File: src/rtl/uart_pkg.sv
// Shared UART definitions: frame-parameter macros, arbiter state encoding and defaults.
`ifndef WORD_SIZE_p
`define WORD_SIZE_p 8
`endif
`ifndef BAUD_RATE_p
`define BAUD_RATE_p 115200
`endif
`ifndef CLOCK_FREQ_p
`define CLOCK_FREQ_p 50000000
`endif

package uart_pkg;

  typedef enum logic [1:0] {
    IDLE        = 2'd0,
    ISSUE       = 2'd1,
    WAIT_ACCEPT = 2'd2,
    WAIT_DONE   = 2'd3
  } tx_arb_state_t;

  localparam int TX_ACCEPT_TIMEOUT_DEF = 16;

  // Modulo-n increment that does not rely on power-of-two wrap.
  function automatic int next_idx(input int idx, input int n);
    return (idx + 1 >= n) ? 0 : idx + 1;
  endfunction

endpackage

File: src/rtl/uart_tx_arbiter_rr_pick.sv
// Combinational round-robin picker: first asserted request at or after ptr, searching upward with wrap.
module rr_pick #(
  parameter int N  = 4,
  parameter int PW = $clog2(N)
) (
  input  logic [N-1:0]  req,
  input  logic [PW-1:0] ptr,
  output logic [N-1:0]  win,
  output logic [PW-1:0] win_idx,
  output logic          any
);

  int unsigned idx;

  always_comb begin
    win     = '0;
    win_idx = '0;
    any     = 1'b0;
    idx     = 0;
    for (int k = 0; k < N; k++) begin
      idx = int'(ptr) + k;
      if (idx >= N) idx = idx - N;
      if (!any && req[idx]) begin
        any      = 1'b1;
        win[idx] = 1'b1;
        win_idx  = PW'(idx);
      end
    end
  end

endmodule

File: src/rtl/uart_tx_arbiter.sv
// Round-robin sharing of one UART transmitter among NUM_REQ clients; latches the
// winner's word, strobes the transmitter, re-strobes on a missed accept, reports done.
module uart_tx_arbiter
  import uart_pkg::*;
#(
  parameter int NUM_REQ        = 4,
  parameter int WORD_SIZE      = `WORD_SIZE_p,
  parameter int ACCEPT_TIMEOUT = TX_ACCEPT_TIMEOUT_DEF
) (
  input  logic                         clk,
  input  logic                         rst,
  input  logic [NUM_REQ-1:0]           req,
  input  logic [NUM_REQ*WORD_SIZE-1:0] data_in,
  output logic [NUM_REQ-1:0]           gnt,
  output logic [NUM_REQ-1:0]           done,
  output logic                         busy,
  output logic [WORD_SIZE-1:0]         data_send,
  output logic                         tx_send_o,
  input  logic                         tx_avbl_i
);

  localparam int PW = $clog2(NUM_REQ);
  localparam int TW = $clog2(ACCEPT_TIMEOUT);
  localparam logic [TW-1:0] TMO_LAST = TW'(ACCEPT_TIMEOUT - 1);

  tx_arb_state_t        state_q, state_d;
  logic [PW-1:0]        ptr_q, ptr_d;
  logic [PW-1:0]        owner_q, owner_d;
  logic [TW-1:0]        tmo_q, tmo_d;
  logic [WORD_SIZE-1:0] data_q, data_d;
  logic [NUM_REQ-1:0]   gnt_q, gnt_d;
  logic [NUM_REQ-1:0]   done_q, done_d;
  logic                 send_q, send_d;
  logic                 busy_q, busy_d;

  logic [NUM_REQ-1:0]   win;
  logic [PW-1:0]        win_idx;
  logic                 any_req;

  rr_pick #(.N(NUM_REQ), .PW(PW)) u_pick (
    .req     (req),
    .ptr     (ptr_q),
    .win     (win),
    .win_idx (win_idx),
    .any     (any_req)
  );

  always_comb begin
    state_d = state_q;
    ptr_d   = ptr_q;
    owner_d = owner_q;
    tmo_d   = tmo_q;
    data_d  = data_q;
    gnt_d   = '0;
    done_d  = '0;
    send_d  = 1'b0;
    case (state_q)
      IDLE: begin
        if (tx_avbl_i && any_req) begin
          data_d  = data_in[int'(win_idx)*WORD_SIZE +: WORD_SIZE];
          owner_d = win_idx;
          gnt_d   = win;
          send_d  = 1'b1;
          ptr_d   = PW'(next_idx(int'(win_idx), NUM_REQ));
          state_d = ISSUE;
        end
      end
      ISSUE: begin
        tmo_d   = '0;
        state_d = WAIT_ACCEPT;
      end
      WAIT_ACCEPT: begin
        if (!tx_avbl_i) begin
          state_d = WAIT_DONE;
        end else if (tmo_q == TMO_LAST) begin
          // Transmitter missed the strobe: repeat it for the same owner, no new grant.
          send_d  = 1'b1;
          state_d = ISSUE;
        end else begin
          tmo_d = tmo_q + TW'(1);
        end
      end
      WAIT_DONE: begin
        if (tx_avbl_i) begin
          done_d[owner_q] = 1'b1;
          state_d         = IDLE;
        end
      end
      default: state_d = IDLE;
    endcase
    busy_d = (state_d != IDLE);
  end

  always_ff @(posedge clk) begin
    if (rst) begin
      state_q <= IDLE;
      ptr_q   <= '0;
      owner_q <= '0;
      tmo_q   <= '0;
      data_q  <= '0;
      gnt_q   <= '0;
      done_q  <= '0;
      send_q  <= 1'b0;
      busy_q  <= 1'b0;
    end else begin
      state_q <= state_d;
      ptr_q   <= ptr_d;
      owner_q <= owner_d;
      tmo_q   <= tmo_d;
      data_q  <= data_d;
      gnt_q   <= gnt_d;
      done_q  <= done_d;
      send_q  <= send_d;
      busy_q  <= busy_d;
    end
  end

  assign gnt       = gnt_q;
  assign done      = done_q;
  assign busy      = busy_q;
  assign data_send = data_q;
  assign tx_send_o = send_q;

endmodule

File: config.mk
export PLATFORM = sky130hd
export DESIGN_NAME = uart_tx_arbiter
export DESIGN_NICKNAME = d
export VERILOG_FILES = /design/src/rtl/uart_pkg.sv /design/src/rtl/uart_tx_arbiter_rr_pick.sv /design/src/rtl/uart_tx_arbiter.sv
export SDC_FILE = /design/constraint.sdc
export NUM_CORES = 1
export LEC_CHECK = 0
export ABC_CLOCK_PERIOD_IN_PS = 2700
export CAP_MARGIN = 20
export CORE_AREA = 2 2 67 69
export CTS_BUF_LIST = sky130_fd_sc_hd__clkbuf_8
export DETAILED_ROUTE_END_ITERATION = 16
export DIE_AREA = 0 0 69 71
export PLACE_DENSITY = 0.77
export SLEW_MARGIN = 20
export SYNTH_ARGS = -nofsm -noshare
export SYNTH_HDL_FRONTEND = slang
export SYNTH_HIERARCHICAL = 1
export SYNTH_SLANG_ARGS = --single-unit
File: constraint.sdc
create_clock -name clk -period 2.7 [get_ports clk]
set_input_delay 0.81 -clock clk [delete_from_list [all_inputs] [get_ports clk]]
set_output_delay 0.81 -clock clk [all_outputs]
set_load 0.05 [all_outputs]
-- Word level (Yosys, flattened, before mapping)
Cells that the tools add are included.
- magnitude comparators: 15
- bitwise logic cells: 7
- mux-type cells: 47
- equality and inequality tests: 6
- shift operators: 1
- add/sub/neg operators: 9
- reduce and logical (&&, ||, !) cells: 19
- operators by type and width (operator ; number):
    $ge A32 B1 Y1 const B ; 4
    $lt A32 B3 Y1 const B ; 4
    $mux W32 ; 4
    $ge A32 B3 Y1 const B ; 3
    $sub A32 B3 Y32 const B ; 3
    $shiftx A32 B6 Y8 ; 1
    $mux W4 ; 6
    $mux W2 ; 9
    $mux W1 ; 16
    $or A4 B4 Y4 ; 3
    $demux W1 S2 ; 5
    $logic_and A1 B1 Y1 ; 9
    $bmux W1 S2 ; 4
    $pmux W2 S4 ; 1
    $pmux W4 S2 ; 1
    $add A2 B1 Y3 const B ; 2
    $add A2 B2 Y3 const B ; 2
    $reduce_or A3 Y1 ; 2
    $add A4 B1 Y4 const B ; 1
    $eq A2 B2 Y1 const B ; 2
    $eq A4 B4 Y1 const B ; 1
    $ne A2 B2 Y1 const B ; 2
    $not A1 Y1 ; 4
    $reduce_bool A2 Y1 ; 2
    other kinds (11) ; 13
- register bits after elaboration: 28
- bits of input ports: 39
- logic and storage cells: 113

-- Longest topological paths before layout
Gate-level depths: netlist (run 1).
- depth in word-level cells: 18
- depth in mapped cells: 12
- gate-level depth less buffers: 9

-- Cells and area by module
Netlist (run 1), hierarchy kept.
- modules (own cells, without submodules) (module ; area each (µm²) ; cells each ; seq. area each (µm²) ; instances):
    uart_tx_arbiter ; 1272.5 ; 127 ; 560.5 ; 1
    rr_pick ; 460.4 ; 48 ; 0.0 ; 1

-- Worst setup path before layout (run 1)
OpenSTA, ideal clock, no wires.
- kind: input -> register
- start: input port req[2]
- end: register data_q[0] (netlist: data_send[0])
- required time: 2568 ps
- setup slack: -198 ps
- stages on the path: 7
- arrival: 2766 ps
- cells stage by stage: mux4_1 > clkbuf_1 > o31ai_1 > buf_4 > mux4_2 > nand2_1 > a21oi_1
- elaborated cells on any way between the ends: 25
- those cells by class: shift: 1; mux: 16; reduce/logical: 8
- RTL lines (element ; line ; RTL):
    start: declaration ; uart_tx_arbiter.sv:12 ; input logic [NUM_REQ-1:0] req,
    $bmux W1 S2 ; uart_tx_arbiter_rr_pick.sv:23 ; if (!any && req[idx]) begin
    $mux W1 (not written as such) ; uart_tx_arbiter_rr_pick.sv:23 ;
    $mux W1 ; uart_tx_arbiter_rr_pick.sv:23 ;
    $logic_not A1 Y1 ; uart_tx_arbiter_rr_pick.sv:23 ;
    $logic_and A1 B1 Y1 ; uart_tx_arbiter_rr_pick.sv:23 ;
    $mux W1 ; uart_tx_arbiter_rr_pick.sv:23 ;
    $logic_not A1 Y1 ; uart_tx_arbiter_rr_pick.sv:23 ;
    $logic_and A1 B1 Y1 ; uart_tx_arbiter_rr_pick.sv:23 ;
    $mux W1 ; uart_tx_arbiter_rr_pick.sv:23 ;
    $logic_not A1 Y1 ; uart_tx_arbiter_rr_pick.sv:23 ;
    $logic_and A1 B1 Y1 ; uart_tx_arbiter_rr_pick.sv:23 ;
    $mux W2 (*) ; uart_tx_arbiter_rr_pick.sv:23 ;
    via win_idx[0] ; uart_tx_arbiter.sv:37 ; logic [PW-1:0] win_idx;
    $shiftx A32 B6 Y8 (*) ; uart_tx_arbiter.sv:60 ; data_d = data_in[int'(win_idx)*WORD_SIZE +: WORD_SIZE];
    end signal: assignment ; uart_tx_arbiter.sv:110 ; data_q <= data_d;
    end: declaration ; uart_tx_arbiter.sv:30 ; logic [WORD_SIZE-1:0] data_q, data_d;
The timed path passes the listed nets; every way through them passes the cells marked *. The select of a mux whose other input is x is not followed.
A chain may end at the register's enable or synchronous reset.

-- Worst setup path in the final report (run 1)
- start: input port req[1]
- end: register ptr_q[0]
- word-level cells in the longest chain between the ends: 15
- elaborated cells on any way between the ends: 27
- those cells by class: add/sub: 1; order compare: 1; mux: 17; reduce/logical: 8
- ends and longest elaborated chain (element ; line ; RTL):
    $bmux W1 S2 ; uart_tx_arbiter_rr_pick.sv:23 ;
    $mux W1 (not written as such) ; uart_tx_arbiter_rr_pick.sv:23 ;
    $mux W1 ; uart_tx_arbiter_rr_pick.sv:23 ;
    $logic_not A1 Y1 ; uart_tx_arbiter_rr_pick.sv:23 ;
    $logic_and A1 B1 Y1 ; uart_tx_arbiter_rr_pick.sv:23 ;
    $mux W1 ; uart_tx_arbiter_rr_pick.sv:23 ;
    $logic_not A1 Y1 ; uart_tx_arbiter_rr_pick.sv:23 ;
    $logic_and A1 B1 Y1 ; uart_tx_arbiter_rr_pick.sv:23 ;
    $mux W1 ; uart_tx_arbiter_rr_pick.sv:23 ;
    $logic_not A1 Y1 ; uart_tx_arbiter_rr_pick.sv:23 ;
    $logic_and A1 B1 Y1 ; uart_tx_arbiter_rr_pick.sv:23 ;
    $mux W2 (*) ; uart_tx_arbiter_rr_pick.sv:23 ;
    via win_idx[0] ; uart_tx_arbiter.sv:37 ;
    $add A2 B1 Y3 (*) ; uart_pkg.sv:25 ; return (idx + 1 >= n) ? 0 : idx + 1;
    $ge A3 B3 Y1 ; uart_pkg.sv:25 ;
    $mux W2 (*) ; uart_pkg.sv:25 ;
    end signal: assignment ; uart_tx_arbiter.sv:107 ; ptr_q <= ptr_d;
    end: declaration ; uart_tx_arbiter.sv:27 ; logic [PW-1:0] ptr_q, ptr_d;
Marks and branches as above.

==> results.txt, run 1 <==
The kind of path behind the tightest hold check was reg -> reg. TritonCTS built the clock tree. The largest stage delay on the critical path was 0.52 ns. The run finished, with violations left. Power spread over the standard cell area amounts to 1060 nW/µm². For the final global-route overflow total, the log shows 0. The number of levels the H-tree was split into came out at 1. Normalized max-slew margin: 0.649. The logs give 1 for the number of endpoints failing setup at the final stage and 0.369 GHz for the maximum frequency from static timing analysis. The first detailed-routing pass took 4 iterations. The post-synthesis net count came out at 224. The initial antenna violation count is 0. The run gives 3 as the TritonCTS buffer count.

In this run, placement finished with an instance count of 293. The clock reaches the later pin of the worst-skew pair after 0.27 ns. Yosys warning count: 6.

Power comes to 2.79 mW. Synthesis-to-layout area growth: 52.2%. The leakage power total was 1.03 nW; the worst clock skew on the final layout was 0.00250 ns. The number of pins exceeding their max-slew limit in the final report came out at 0.

The floorplan step set the die height to 71 µm. The run gives 0.323 as the proportion of synthesized chip area in sequential cells. The worst setup path is of the in -> reg kind. The worst setup path is launched from an input pin. Counting I/O delays and the setup requirement, the final critical path takes 2.71 ns. VDD sags by at most 0.532 mV.

Max-cap violations in this run came to 0. The detailed-route vias per instance is 5.23, and the area of the placeable core is 4200 µm². The cell area that synthesis handed to floorplanning was 1730 µm². The share of final-layout standard cells stronger than drive strength 1 works out to 0.271. The number of buffers inserted by port buffering is 56. The die boundary width works out to 69 µm. Data on the critical path is required at its endpoint by 2.92 ns. The hold buffer count at cts was 0. The most common flop cell mapped by yosys was dfxtp_1. STA classifies the critical path endpoint as a flop. Summed over all nets, the half-perimeter wirelength after detailed placement is 3110 µm. The via count of the first global-routing pass came out at 1439.

The checks that failed: negative setup slack. The average cell area after synthesis works out to 9.90 µm². The critical path goes through buf_2, mux4_2, and2b_2, o21ai_2, o31ai_4, buf_4, buf_6, ha_1, or3_1, a21oi_2. The tools report the all-layer global routing usage as 0.158. The beginning of the worst register-to-register path is ptr_q[0]. For the worst flop-to-flop path, the logic depth is 11. Following the worst setup path forward leads to its endpoint at ptr_q[0]. The number of design-rule violations left by the first detailed-router iteration came out at 52. Detailed routing inserted a total of 1586 vias. After detailed routing, the number of remaining DRC violations is 0. Routability-driven placement finished with a final weighted congestion of 0.847.

The synthesized design spends more area on one cell type than any other, namely dfxtp_1. The ratio of final minimum period to clock period works out to 1.00. The fraction of synthesized cell area taken by the top area cell type is 0.323, and the data arrival time of the critical path is 2.93 ns.

In this run, distinct cell masters in the synthesized netlist total 41. The critical path starts at req[1]. The endpoint identified for the worst register-to-register timing path is ptr_q[0]. The cell with the most instances after synthesis is dfxtp_1.

0 antenna diodes ended up in the layout. Of all nets on the critical path, the largest fanout is 5. After synthesis, the cell types taking the most area are dfxtp_1 32%, mux4_2 12%, ha_1 7.2%.

Counting instances in the post-synthesis netlist gives the leading cell types as 28 x dfxtp_1, 26 x nand2_1, 18 x a21oi_1. Before CTS, the worst setup slack after placement is -0.611 ns. The maximum count of clock buffers along a single path was 2. The measured slew at the worst slew-check pin is 0.525 ns. The die covers 4900 µm². Leaving out filler cells and counting taps, the final layout contains 303.

The first-pass GRT wire length was 6460 µm; the maximum number of pins on one net before global-route repair was 17. The tools report the number of rows in the core area as 24. Clock tree synthesis found a total of 28 sinks. The worst setup slack after layout is -0.0125 ns. The core utilization of the finished layout is 0.627. The async set or reset register ratio after synthesis is 0. The clock-pin slew on the worst setup and hold paths is 0.09 ns, and the hold violation total from the final report is 0.

The number of synthesized register bits is 28, and the final-stage net count is 301. After detailed routing, the total wire length is 4300 µm. Synthesis produced a netlist whose cell count is 175.

The residual antenna-violating net count after detailed routing was 0; the filler cell count was 357. The detail-routed net length per standard cell is 14.2 µm, and the number of enable-type register cells in the synthesized netlist is 0. The slowest stage of the critical path belongs to the cell mux4_2.

The effective utilization at floorplan came out at 0.412. 57 I/O pins were placed. Clock tree synthesis selected as its root buffer the cell clkbuf_8.

For the setup slack of the most critical reg-to-reg path, the log shows 0.08 ns.
[cell type report]
| cell class | instances | area [µm²] | share of cell area |
|---|---|---|---|
| multi-input cells | 128 | 1100 | 0.418 |
| repair buffers | 85 | 812 | 0.308 |
| flip-flops and latches | 28 | 563 | 0.213 |
| well taps | 52 | 65.1 | 0.0247 |
| clock buffers | 3 | 41.3 | 0.0157 |
| clock inverters | 1 | 30.0 | 0.0114 |
| inverters | 6 | 22.5 | 0.00854 |
[cells in the final DEF, fill, tap and decap left out, drive strengths merged, types with 3 or more instances in the layout]
cell / count
clkbuf: 4
a22oi: 8
nand2: 26
dfxtp: 28
nand2b: 3
o21ai: 6
clkdlybuf4s50: 52
nor2: 7
inv: 6
buf: 32
or3: 4
and2: 4
ha: 10
o31ai: 3
a21oi: 18
mux4: 12
[kinds of logic after synthesis]
group	share of synthesized area
compound gates	0.157
fa+ha+maj	0.0722
buf+inv	0.0606
flops	0.323
mux	0.181
simple gates	0.206
[worst min-delay path by stage]
stage,startpoint,to,depth (start not counted)
floorplan,owner_q[0],done[2],1
global placement,data_send[3],data_send[3],2
detailed placement,data_send[4],data_send[4],2
CTS,data_send[4],data_send[4],2
global route,data_send[5],data_send[5],2
finish,data_send[4],data_send[4],2
[metal layers]
metal / wire (µm) / global-route usage
met3: 84 / 0.0142
met1: 1870 / 0.204
met2: 2300 / 0.280
met4: 48 / 0.0545
met5: 0 / 0
[state kept, by name, indices dropped and copies added (netlist names)]
register   count
done           4
data_send      8
tmo_q          4
state_q        2
ptr_q          2
busy           1
gnt            4
owner_q        2
tx_send_o      1
[where the power goes]
group | internal (mW) | total [mW] | switching (mW)
combinational | 0.993 | 1.91 | 0.913
clock | 0.199 | 0.328 | 0.130
sequential | 0.499 | 0.553 | 0.0548
[worst max-delay path, delay by kind of cell]
| family | cells | cell delay (ns) |
|---|---|---|
| simple gates | 2 | 0.61 |
| compound gates | 3 | 0.40 |
| mux | 1 | 0.52 |
| fa+ha+maj | 1 | 0.19 |
| buf+inv | 3 | 0.40 |
[per-stage QoR]
stage	hold WS, ns	cell area, µm²	setup TNS [ns]
floorplan	0.434	1750	-0.502
global placement	0.442	2490	-8.18
detailed placement	0.448	2490	-9.38
CTS	0.462	2580	0
global route	0.492	2640	-0.0617
finish	0.458	2640	-0.0125
[repair_timing]
item	4_1_cts	5_1_grt
resized for setup	17	14
buffers inserted	1	4
pin swaps	4	4
cloned	0	1
endpoints found under the setup margin	19	8
No activity file was read; power rests on OpenSTA's default activity.
==> run 2, diff against run 1 <==
--- a/config.mk
+++ b/config.mk
@@ -5,7 +5,7 @@
 export SDC_FILE = /design/constraint.sdc
 export NUM_CORES = 1
 export LEC_CHECK = 0
-export ABC_CLOCK_PERIOD_IN_PS = 2700
+export ABC_CLOCK_PERIOD_IN_PS = 2300
 export CAP_MARGIN = 20
 export CORE_AREA = 2 2 67 69
 export CTS_BUF_LIST = sky130_fd_sc_hd__clkbuf_8
==> constraint.sdc (replaced) <==
create_clock -name clk -period 2.3 [get_ports clk]
set_input_delay 0.69 -clock clk [delete_from_list [all_inputs] [get_ports clk]]
set_output_delay 0.69 -clock clk [all_outputs]
set_load 0.05 [all_outputs]
==> run 2 against run 1 <==
The flow still finishes with violations (negative setup slack). Die area unchanged. Utilization up 2.7 points. Count of clock-buffer cells in the layout unchanged. Register-to-register slack worse by 0.30 ns. Critical path type unchanged. Largest cell class unchanged. Final cell count up 2.6%. Clock power up 17%. Non-clock buffer count up 8. Final area up 4.3%. Sequential share of layout area down 0.79 points. Worst setup slack worse by 0.22 ns. Global-route usage up 1.0 points. First-iteration DRC count up 56%.
==> results.txt, run 2 (synthesis gave the netlist of run 1 again) <==
The share of final-layout standard cells stronger than drive strength 1 was 0.336; the detail-routed net length per standard cell was 14.4 µm. CTS sink count: 28. The placer's final routability congestion estimate is 0.918. Counting the buffers created by CTS gives 3. The cell with the biggest individual delay on the critical path was mux4_2. At the end of the flow, the number of nets in the layout was 309.

The via count of the first global-routing pass came out at 1592. Once detail routing completed, the nets flagged for antenna violations numbered 0. Setup violations remaining at the end of the flow were counted as 11.

The final setup TNS is -1.72 ns, and the synthesis-to-layout area growth is 58.8%. The effective utilization at floorplan was 0.412. For the number of pins exceeding their max-slew limit in the final report, the log shows 0. In this run the horizontal extent of the chip is 69 µm. Buffers placed on the I/O ports in this run total 56. Initial antenna violation count: 0. After routing the design area is 2750 µm².

At the worst endpoint, the arrival time is 2.74 ns. 57 I/O pins were placed. The maximum number of pins on one net before global-route repair was 17. The tightest min-delay check is of the reg -> reg type.

The setup slack of the most critical reg-to-reg path was -0.22 ns. The ratio of final minimum period to clock period is 1.10, and the largest stage delay on the critical path is 0.50 ns. The logs give -0.229 ns for the worst setup slack after layout and 1639 for the total number of vias.

In the routed layout, each cell is associated on average with a via count of 5.27. The first global-routing pass estimated 6750 µm of wire. The repair_antennas step left the layout with diodes totalling 0. The flow ran to the end, but the final reports show violations.

For this design the static power due to leakage is 1.08 nW. The checks that failed: negative setup slack. The run gives -0.880 ns as the setup slack after placement. Clock skew on the completed layout was measured at 0.00649 ns.

Number of levels the H-tree was split into: 1. After detailed placement, the total cell area comes to 2530 µm². The run gives 4490 µm as the wire length reported by the detailed router. For this run, the detailed router's first-pass iteration total came to 4.

Normalized max-slew margin: 0.649. The root buffer cell chosen for the clock tree is clkbuf_8. Measured along the y axis, the die boundary spans 71 µm. The peak supply drop is 0.719 mV. By startpoint and endpoint, the worst setup path is classified as in -> reg. Traced cell by cell, the critical path runs through buf_2, mux4_2, buf_6, nor4b_4, nor2_1, a32o_2, ha_2, or3_1, a21oi_2. The tools report the number of design-rule violations left by the first detailed-router iteration as 81. In the routed design, unresolved DRC markers number 0. For this design, the CTS-stage hold fixing added 0 buffers.

The all-layer global routing usage is 0.168, and the measured slew at the worst slew-check pin is 0.525 ns. In the layout the commonest cells are 52 x clkdlybuf4s50_1, 27 x buf_4, 26 x dfxtp_1, 21 x nand2_1, 14 x a21oi_1. Area of the placeable core: 4200 µm². The register with the most flip-flops in the layout has 8 of them. The filler cell count is 335. The die area was 4900 µm²; the total area of multi-input combinational cells was 1150 µm². Setup repair after global routing could not meet its margin everywhere.

Summing all flip-flop and latch instances after layout gives 566 µm². For the maximum count of clock buffers along a single path, the log shows 2. Data required time at the worst endpoint: 2.52 ns. The library cell used most frequently in the layout, excluding fill and tap cells, is clkdlybuf4s50_1. The post-DP HPWL was 3240 µm. Of all nets on the critical path, the largest fanout is 4. Power spread over the standard cell area amounts to 1210 nW/µm². The logs give 0.395 GHz for the maximum frequency from static timing analysis and 0 for the total of max-cap violations.

The worst setup path is launched from an input pin. TritonCTS built the clock tree. For this run the aggregate overflow at the end of global routing stands at 0. STA classifies the critical path endpoint as a flop. The clock reaches the later pin of the worst-skew pair after 0.28 ns. After floorplanning, the core was divided into 24 placement rows.

The hold violation total from the final report came out at 0. The clock period minus final worst setup slack was 2.53 ns; the clock-pin slew on the worst setup and hold paths was 0.10 ns.
==> run 2: worst paths after layout <==
path,to,startpoint,depth (start not counted)
setup / recovery,ptr_q[0],req[2],9
hold / removal,data_send[2],data_send[2],2
setup reg to reg,ptr_q[0],ptr_q[0],10
hold reg to reg,data_send[2],data_send[2],2
==> run 2: critical path: cells and delay by family <==
family | cells | cell delay, ns
muxes | 1 | 0.50
adders and majority gates | 1 | 0.16
buffers and inverters | 2 | 0.28
and+or+nand+nor | 3 | 0.76
AOI/OAI and AO/OA | 2 | 0.35
==> run 2: per-stage QoR <==
stage,power (mW),util,hold slack (ns),cells
2_1_floorplan,2.01,-,0.434,175
3_3_place_gp,2.60,0.601,0.441,301
3_5_place_dp,2.63,0.601,0.447,301
4_1_cts,3.09,0.625,0.461,306
5_1_grt,3.54,0.654,0.492,311
6_report,3.34,0.654,0.459,311
==> run 2: area by class of cell <==
type,instances,share of cell area
multi-input cells,128,0.418
repair buffers,93,0.318
flip-flops and latches,28,0.206
well taps,52,0.0236
clock buffers,3,0.0150
clock inverters,1,0.0109
inverters,6,0.00910
==> run 2: metal layers <==
layer  vias up  global-route usage  part of all wire
met2        37               0.316              0.55
met4         0              0.0806             0.019
met5         -                   0                 0
met1       779               0.190              0.41
met3        10              0.0185             0.022
li1        813                   -                 -
==> run 2: report_power, final <==
part / internal, mW / switching, mW / total (mW)
combinational: 1.19 / 1.08 / 2.28
clock: 0.233 / 0.152 / 0.385
sequential: 0.588 / 0.0882 / 0.676
total: 2.01 / 1.32 / 3.34
==> run 2: timing repair <==
| item | 4_1_cts | 5_1_grt |
|---|---|---|
| endpoints found under the hold margin | 0 | 0 |
| cloned | 0 | 1 |
| setup endpoints to repair | 19 | 19 |
| gates resized for setup | 28 | 27 |
| buffers inserted | 1 | 5 |
| pin swaps | 7 | 5 |
==> run 3, diff against run 2 <==
--- a/config.mk
+++ b/config.mk
@@ -5,7 +5,6 @@
 export SDC_FILE = /design/constraint.sdc
 export NUM_CORES = 1
 export LEC_CHECK = 0
-export ABC_CLOCK_PERIOD_IN_PS = 2300
 export CAP_MARGIN = 20
 export CORE_AREA = 2 2 67 69
 export CTS_BUF_LIST = sky130_fd_sc_hd__clkbuf_8
==> results of run 3 <==
The final DEF is identical to that of run 2; final timing and power are the same.
